[config.mk]
export PLATFORM = sky130hd
export DESIGN_NAME = fetch_queue
export DESIGN_NICKNAME = d
export VERILOG_FILES = /design/src/rtl/fetch_queue.sv
export SDC_FILE = /design/constraint.sdc
export NUM_CORES = 1
export LEC_CHECK = 0
export ABC_CLOCK_PERIOD_IN_PS = 8400
export CAP_MARGIN = 20
export CORE_MARGIN = 3
export CORE_UTILIZATION = 30
export CTS_BUF_LIST = sky130_fd_sc_hd__clkbuf_2
export CTS_CLUSTER_SIZE = 30
export DETAILED_ROUTE_END_ITERATION = 8
export PLACE_DENSITY_LB_ADDON = 0.3
export SLEW_MARGIN = 20
export SYNTH_ARGS = -nofsm -noshare
export SYNTH_HDL_FRONTEND = slang
export SYNTH_SLANG_ARGS = --single-unit
[constraint.sdc]
create_clock -name clk -period 8.4 [get_ports clk]
set_clock_uncertainty 0.1 [all_clocks]
set_input_delay 1.26 -clock clk [delete_from_list [all_inputs] [get_ports clk]]
set_output_delay 1.26 -clock clk [all_outputs]
set_load 0.005 [all_outputs]
[src/rtl/fetch_queue.sv]
// rtl/fetch_queue.sv - Instruction prefetch queue with redirect flush; FETCH_QUEUE_STATS_EN adds flush/stall counters
module fetch_queue #(
    parameter int              PC_W     = 16,
    parameter int              INSTR_W  = 8,
    parameter int              DEPTH    = 4,
    parameter logic [PC_W-1:0] RESET_PC = '0
) (
    input  logic               clk,
    input  logic               reset,
    input  logic               redirect,
    input  logic [PC_W-1:0]    redirect_pc,
    output logic               imem_req,
    output logic [PC_W-1:0]    imem_addr,
    input  logic [INSTR_W-1:0] imem_rdata,
    output logic               instr_valid,
    input  logic               instr_ready,
    output logic [INSTR_W-1:0] instr,
    output logic [PC_W-1:0]    instr_pc
`ifdef FETCH_QUEUE_STATS_EN
    ,
    output logic [15:0]        flush_count,
    output logic [15:0]        stall_count
`endif
);

    localparam int              PW      = $clog2(DEPTH);
    localparam int              CW      = $clog2(DEPTH + 1);
    localparam logic [PW-1:0]   LAST    = PW'(DEPTH - 1);
    localparam logic [CW:0]     DEPTH_C = (CW + 1)'(DEPTH);

    logic [INSTR_W-1:0] r_mem_instr [DEPTH];
    logic [PC_W-1:0]    r_mem_pc    [DEPTH];
    logic [PW-1:0]      r_rd_ptr;
    logic [PW-1:0]      r_wr_ptr;
    logic [CW-1:0]      r_count;
    logic [PC_W-1:0]    r_fetch_pc;
    logic               r_inflight;
    logic [PC_W-1:0]    r_inflight_pc;

    logic               w_deq;
    logic               w_issue;
    logic [CW:0]        w_occ;

    function automatic logic [PW-1:0] ptr_next(input logic [PW-1:0] p);
        return (p == LAST) ? '0 : p + 1'b1;
    endfunction

    // Occupancy counts the outstanding read, so a response always finds a free slot.
    assign w_deq       = instr_valid && instr_ready;
    assign w_occ       = {1'b0, r_count} + {{CW{1'b0}}, r_inflight} - {{CW{1'b0}}, w_deq};
    assign w_issue     = !reset && !redirect && (w_occ < DEPTH_C);

    assign imem_req    = w_issue;
    assign imem_addr   = r_fetch_pc;
    assign instr_valid = (r_count != '0);
    assign instr       = r_mem_instr[r_rd_ptr];
    assign instr_pc    = r_mem_pc[r_rd_ptr];

    always_ff @(posedge clk or posedge reset) begin
        if (reset) begin
            r_rd_ptr      <= '0;
            r_wr_ptr      <= '0;
            r_count       <= '0;
            r_fetch_pc    <= RESET_PC;
            r_inflight    <= 1'b0;
            r_inflight_pc <= '0;
            for (int i = 0; i < DEPTH; i++) begin
                r_mem_instr[i] <= '0;
                r_mem_pc[i]    <= '0;
            end
        end else if (redirect) begin
            r_rd_ptr   <= '0;
            r_wr_ptr   <= '0;
            r_count    <= '0;
            r_inflight <= 1'b0;
            r_fetch_pc <= redirect_pc;
        end else begin
            if (w_issue) begin
                r_fetch_pc    <= r_fetch_pc + 1'b1;
                r_inflight    <= 1'b1;
                r_inflight_pc <= r_fetch_pc;
            end else begin
                r_inflight <= 1'b0;
            end
            if (r_inflight) begin
                r_mem_instr[r_wr_ptr] <= imem_rdata;
                r_mem_pc[r_wr_ptr]    <= r_inflight_pc;
                r_wr_ptr              <= ptr_next(r_wr_ptr);
            end
            if (w_deq) begin
                r_rd_ptr <= ptr_next(r_rd_ptr);
            end
            case ({r_inflight, w_deq})
                2'b10:   r_count <= r_count + 1'b1;
                2'b01:   r_count <= r_count - 1'b1;
                default: r_count <= r_count;
            endcase
        end
    end

    a_no_overflow: assert property (@(posedge clk) disable iff (reset)
        (r_inflight && !redirect) |-> (r_count < CW'(DEPTH)));

`ifdef FETCH_QUEUE_STATS_EN
    logic w_flush;
    logic w_stall;

    assign w_flush = redirect && ((r_count != '0) || r_inflight);
    assign w_stall = instr_valid && !instr_ready;

    always_ff @(posedge clk or posedge reset) begin
        if (reset) begin
            flush_count <= '0;
            stall_count <= '0;
        end else begin
            if (w_flush && (flush_count != 16'hFFFF)) begin
                flush_count <= flush_count + 1'b1;
            end
            if (w_stall && (stall_count != 16'hFFFF)) begin
                stall_count <= stall_count + 1'b1;
            end
        end
    end
`endif

endmodule

# ---- Word-level counts from Yosys, hierarchy flattened
# Cells that the tools add are included.
dict set report op_classes {
  n_addsub 7
  n_lt_le_gt_ge 4
  eq_ne 4
  n_mux 24
  bitwise 3
  reduce_logical 13
}
# op count
set ops {}
lappend ops {{2-to-1 mux 16 bit} 5}
lappend ops {{bitwise mux 64 bit} 1}
lappend ops {{binary-select mux 16 bit (select 2 bit)} 1}
lappend ops {{bitwise mux 32 bit} 1}
lappend ops {{demux 16 bit (select 2 bit)} 1}
lappend ops {{2-to-1 mux 8 bit} 3}
lappend ops {{adder 16 x 1 -> 16 bit, second input constant} 1}
lappend ops {{binary-select mux 8 bit (select 2 bit)} 1}
lappend ops {{demux 8 bit (select 2 bit)} 1}
lappend ops {{2-to-1 mux 2 bit} 6}
lappend ops {{== test 2 bit, second input constant} 3}
lappend ops {{greater-or-equal comparator 3 bit, second input constant} 2}
lappend ops {{NOT 2 -> 3 bit} 2}
lappend ops {{one-hot mux 3 bit (2 select lines)} 1}
lappend ops {{nonzero test 2 bit} 3}
lappend ops {{nonzero test 3 bit} 2}
lappend ops {{adder 2 x 1 -> 2 bit, second input constant} 2}
lappend ops {{adder 3 x 1 -> 4 bit} 1}
lappend ops {{logical AND 1 bit} 4}
lappend ops {{< comparator 4 x 3 -> 1 bit, second input constant} 1}
lappend ops {{AND reduction 2 bit} 2}
lappend ops {{subtractor 4 x 1 -> 4 bit} 1}
lappend ops {{adder 3 x 1 -> 3 bit, second input constant} 1}
lappend ops {{< comparator 3 x 1 -> 1 bit, second input constant} 1}
lappend ops {{6 further kinds} 8}
dict set report totals {
  reg_bits 136
  inputBits 28
  out_inout_bits 42
}

# ---- Logic depth before layout (Yosys ltp)
dict set report logic_depth {
  word_depth 7
  mapped_depth 10
  mapped_depth_nobuf 8
}

# ---- Worst setup path after synthesis
# OpenSTA, ideal clock, no wires.
dict set report synth_path {
  path_type {input -> output}
  startpoint {input instr_ready}
  endpoint {output imem_req}
  t_arrival_ps 3336
  slack_ps 3704
  path_stages 9
  path_buffers 2
  path_cell_list {o31ai_1 or2_2 ha_1 or4b_1 a311o_1 and3_4 buf_6 clkbuf_1 nor2_1}
}
dict set report synth_between {
  elab_chain_cells 4
}
# item line_no
set synth_lines {}
lappend synth_lines {{from (decl)} 16} ;# input logic instr_ready,
lappend synth_lines {{logical AND 1 bit} 49} ;# assign w_deq = instr_valid && instr_ready;
lappend synth_lines {{subtractor 4 x 1 -> 4 bit} 50} ;# assign w_occ = {1'b0, r_count} + {{CW{1'b0}}, r_inflight} - {{CW{1'b0}}, w_deq};
lappend synth_lines {{< comparator 4 x 3 -> 1 bit} 51} ;# assign w_issue = !reset && !redirect && (w_occ < DEPTH_C);
lappend synth_lines {{logical AND 1 bit} 51}
lappend synth_lines {{to (decl)} 12} ;# output logic imem_req,
# Every way passes these cells.

# ---- Final worst setup path
# Same ends and word-level chain as after synthesis.

==> flow_summary.toml <==
[placed_design]
place_area_um2 = 7200
placedCellCount = 761
gpl.final_weighted_congestion = 0.722
dpl.hpwl_um = 9080
io_buffers = 69

[status]
run_status = "finished clean"

[routing]
route.detailed.drc = 0
dr_total_vias = 3942
number_of_iterations_in_the_first_detailed_routing_pass = 4
antenna_violating_nets_post_route = 0
route.final.wire_length_um = 13700
avgViaCountPerCell = 4.97
detail_route.iter0.violations = 170
wl_per_cell_um = 17.3

[critical_path]
regToRegEndpoint = "r_inflight_pc[7]$_DFFE_PP0P_"
start_kind = "input port"
crit_path_start = "instr_ready"
worst_setup_path_endpoint = "imem_req"
critPathKind = "input port to output pin"
ff2ff_path_depth = 8
cp_cell_sequence = "clkdlybuf4s50_1 -> o31ai_1 -> or2_2 -> ha_1 -> or4b_1 -> a311o_1 -> and3_4 -> nor2_1 -> clkdlybuf4s50_1"
timing.critical_path.to_type = "output pin"
critical_path.reg2reg.startpoint = "r_count[0]$_DFFE_PP0P_"
worstPathMaxFanout = 22
critPathRequiredTime_ns = 7.04
critical-path-slowest-cell = "sky130_fd_sc_hd__clkdlybuf4s50_1"
reg2reg_setup_slack_ns = 4.72
arrival_time_of_data_at_the_critical_path_endpoint_ns = 4.23
cpMostUsedCell = "sky130_fd_sc_hd__clkdlybuf4s50_1"
slowest_delay_ns = 0.50

[clocking]
post_cts_resize_count = 0
cts_num_sinks = 136
clk_pin_slew_worst_paths_ns = 0.18
cts_tree = "done"
cts_setup_buffers = 0
maximum_clock_path_buffer_count = 2
clock_insertion_delay_worst_skew_ns = 0.66
cts_buffers = 17
cts_hold_buf = 0
cts-root-buf = "sky130_fd_sc_hd__clkbuf_2"
htree_levels = 4

[sta]
finalSetupViolCount = 0
final.setup.tns_ns = 0
worst_slew_pin_slew_ns = 0.971
timing.fmax_ghz = 0.179
report.final.slew_viol_count = 0
report.final.hold_viol_count = 0
min_period_over_period_pct = 66.5
grt_setup_unrepaired = "no"
worst_hold_slack_ns = 0.427
relative_slew_slack_pct = 35.3
period_needed_ns = 5.59

[logic_synthesis]
synth_cells = 440
synth_xor_area_share_pct = 0.986
synth_top_family_by_area = "multiplexers"
yosys_warnings = 0
synth-edff-count = 0
post_synth_and_or_nand_nor_area_fraction_pct = 6.05
muxShareOfSynthArea_pct = 29.6
postSynthRegisterBits = 136
synth_area_in_compound_gates_pct = 4.16
seq_area_frac_synth_pct = 54.7
synth_top_flop_cell = "sky130_fd_sc_hd__dfrtp_1"
synthesis.area_um2 = 6220
synthAdderAreaFrac_pct = 1.93
synth_fp_nets = 477
asyncSetResetFlopFracSynth_pct = 100
synthesis.area_per_instance_um2 = 14.1
post_synth_num_cell_types = 43

[die]
io_pins = 70
die_area_um2 = 22500
start_util_pct = 30.6
die_height_um = 150
core_region_area_um2 = 20300
fp-row-count = 52
floorplan.die.width_um = 150

[pwr]
swShare_pct = 31.6
vdd_drop_max_uv = 109
cellLeakagePower_nw = 3.24
power_frac_clock_pct = 18.5
cellPowerDensity_nw_per_um2 = 330
sequentialPowerShare_pct = 44.3
power.total_mw = 2.48
p_comb_share_pct = 37.1
switching_power_mw = 0.782
cell_internal_pwr_mw = 1.69

[layout]
p_r_area_growth_vs_syn_pct = 20.4
area.sequential_um2 = 3400
n_antenna_cell = 0
fin_nets = 547
multi_input_area_um2 = 2660
post_route_cells_drive_above_1_share_pct = 34.4
mostFrequentLayoutCells = "sky130_fd_sc_hd__dfrtp_1 (135), sky130_fd_sc_hd__mux2_2 (112), sky130_fd_sc_hd__clkdlybuf4s50_1 (69)"
finish.instance_area_um2 = 7490
fin_cells = 793
final.fill_count = 1995
mostFrequentLayoutCell = "sky130_fd_sc_hd__dfrtp_1"

[global_route]
grt_pass1_wl_um = 22600
antenna_violations_before_repair = 0
grt_pass1_vias = 4209
grt_use_total_pct = 13.0
grt_remaining_overflow = 0
grt_start_max_net_pins = 77

[worst_hold_path]
hold_path.class = "register to register"
min-delay-start = "r_mem_instr[15]$_DFFE_PP0P_"

[job]
max_cap_violations = 0
-- Yosys cell counts, types with 2 or more instances --
cell type / n / area (µm²)
sky130_fd_sc_hd__nand2_1: 16 / 60.1
sky130_fd_sc_hd__nor2_1: 17 / 63.8
sky130_fd_sc_hd__xnor2_1: 5 / 43.8
sky130_fd_sc_hd__a31oi_1: 11 / 68.8
sky130_fd_sc_hd__or2_2: 2 / 12.5
sky130_fd_sc_hd__inv_1: 14 / 52.6
sky130_fd_sc_hd__mux2i_1: 4 / 40.0
sky130_fd_sc_hd__nand3_1: 9 / 45.0
sky130_fd_sc_hd__or3_1: 3 / 18.8
sky130_fd_sc_hd__nor3_1: 3 / 15.0
sky130_fd_sc_hd__ha_1: 8 / 100
sky130_fd_sc_hd__mux4_2: 24 / 541
sky130_fd_sc_hd__clkbuf_1: 14 / 52.6
sky130_fd_sc_hd__xor2_1: 2 / 17.5
sky130_fd_sc_hd__buf_1: 8 / 30.0
sky130_fd_sc_hd__a21oi_1: 4 / 20.0
sky130_fd_sc_hd__nand4_1: 2 / 12.5
sky130_fd_sc_hd__or4_1: 9 / 67.6
sky130_fd_sc_hd__mux2_2: 112 / 1260
sky130_fd_sc_hd__a311o_1: 2 / 20.0
sky130_fd_sc_hd__o21ai_0: 5 / 25.0
sky130_fd_sc_hd__o31ai_1: 9 / 67.6
sky130_fd_sc_hd__dfrtp_1: 136 / 3400
sky130_fd_sc_hd__nor2b_1: 2 / 12.5
-- power by group through the flow --
stage	logic [mW]	clock network, mW	registers [mW]
6_report	0.919	0.459	1.10
5_1_grt	1.01	0.504	1.14
4_1_cts	0.940	0.476	1.10
3_5_place_dp	0.935	0	1.12
3_3_place_gp	0.910	0	1.10
2_1_floorplan	0.645	0	1.00
-- through the flow --
step / worst slack [ns] / utilization, %
final: 2.81 / 36.9
after floorplan: 3.40 / -
after global routing: 2.60 / 36.9
after detailed placement: 2.81 / 35.5
after CTS: 2.80 / 36.9
after global placement: 2.82 / 35.5
-- critical path: cells and delay by family --
kind	cells	cell delay [ns]
compound gates	2	0.57
fa+ha+maj	1	0.20
buf+inv	2	1.00
simple gates	4	1.18
-- sequential cells by signal, indices dropped and copies added (netlist names) --
| signal | cells |
|---|---|
| imem_addr | 16 |
| r_count | 3 |
| r_mem_instr | 32 |
| r_mem_pc | 64 |
| r_wr_ptr | 2 |
| r_inflight | 1 |
| r_rd_ptr | 2 |
| r_inflight_pc | 16 |
-- worst min-delay path by stage --
stage               slack (ns)                     endpoint  cells past startpoint
finish                    0.43  r_mem_instr[15]$_DFFE_PP0P_                      1
global route              0.43  r_mem_instr[11]$_DFFE_PP0P_                      1
CTS                       0.43     r_mem_pc[31]$_DFFE_PP0P_                      1
detailed placement        0.39     r_mem_pc[31]$_DFFE_PP0P_                      1
global placement          0.38  r_mem_instr[15]$_DFFE_PP0P_                      1
floorplan                 0.37  r_mem_instr[15]$_DFFE_PP0P_                      1
-- layout make-up --
type,instances,area share (%)
Sequential cell,136,45.4
Multi-Input combinational cell,265,35.5
Timing Repair Buffer,76,9.92
Tap cell,270,4.51
Clock inverter,15,2.77
Clock buffer,17,1.14
Inverter,14,0.735
-- metal layers --
metal | GRT usage [%] | up-vias | wire, µm | part of all wire, %
li1 | - | 1778 | - | -
met1 | 17.9 | 2056 | 6510 | 47
met2 | 20.1 | 101 | 6440 | 47
met3 | 3.94 | 7 | 680 | 5.0
met4 | 3.52 | 0 | 82 | 0.60
met5 | 0 | - | 0 | 0
-- logic make-up (layout without fill, tap and decap cells) --
logic type / after synthesis / count (layout)
fa+ha+maj: 9 / 9
xor+xnor: 7 / 7
compound gates: 38 / 38
flops: 136 / 136
mux: 140 / 140
buf+inv: 39 / 122
simple gates: 71 / 71
(Power assumes the default switching activity.)
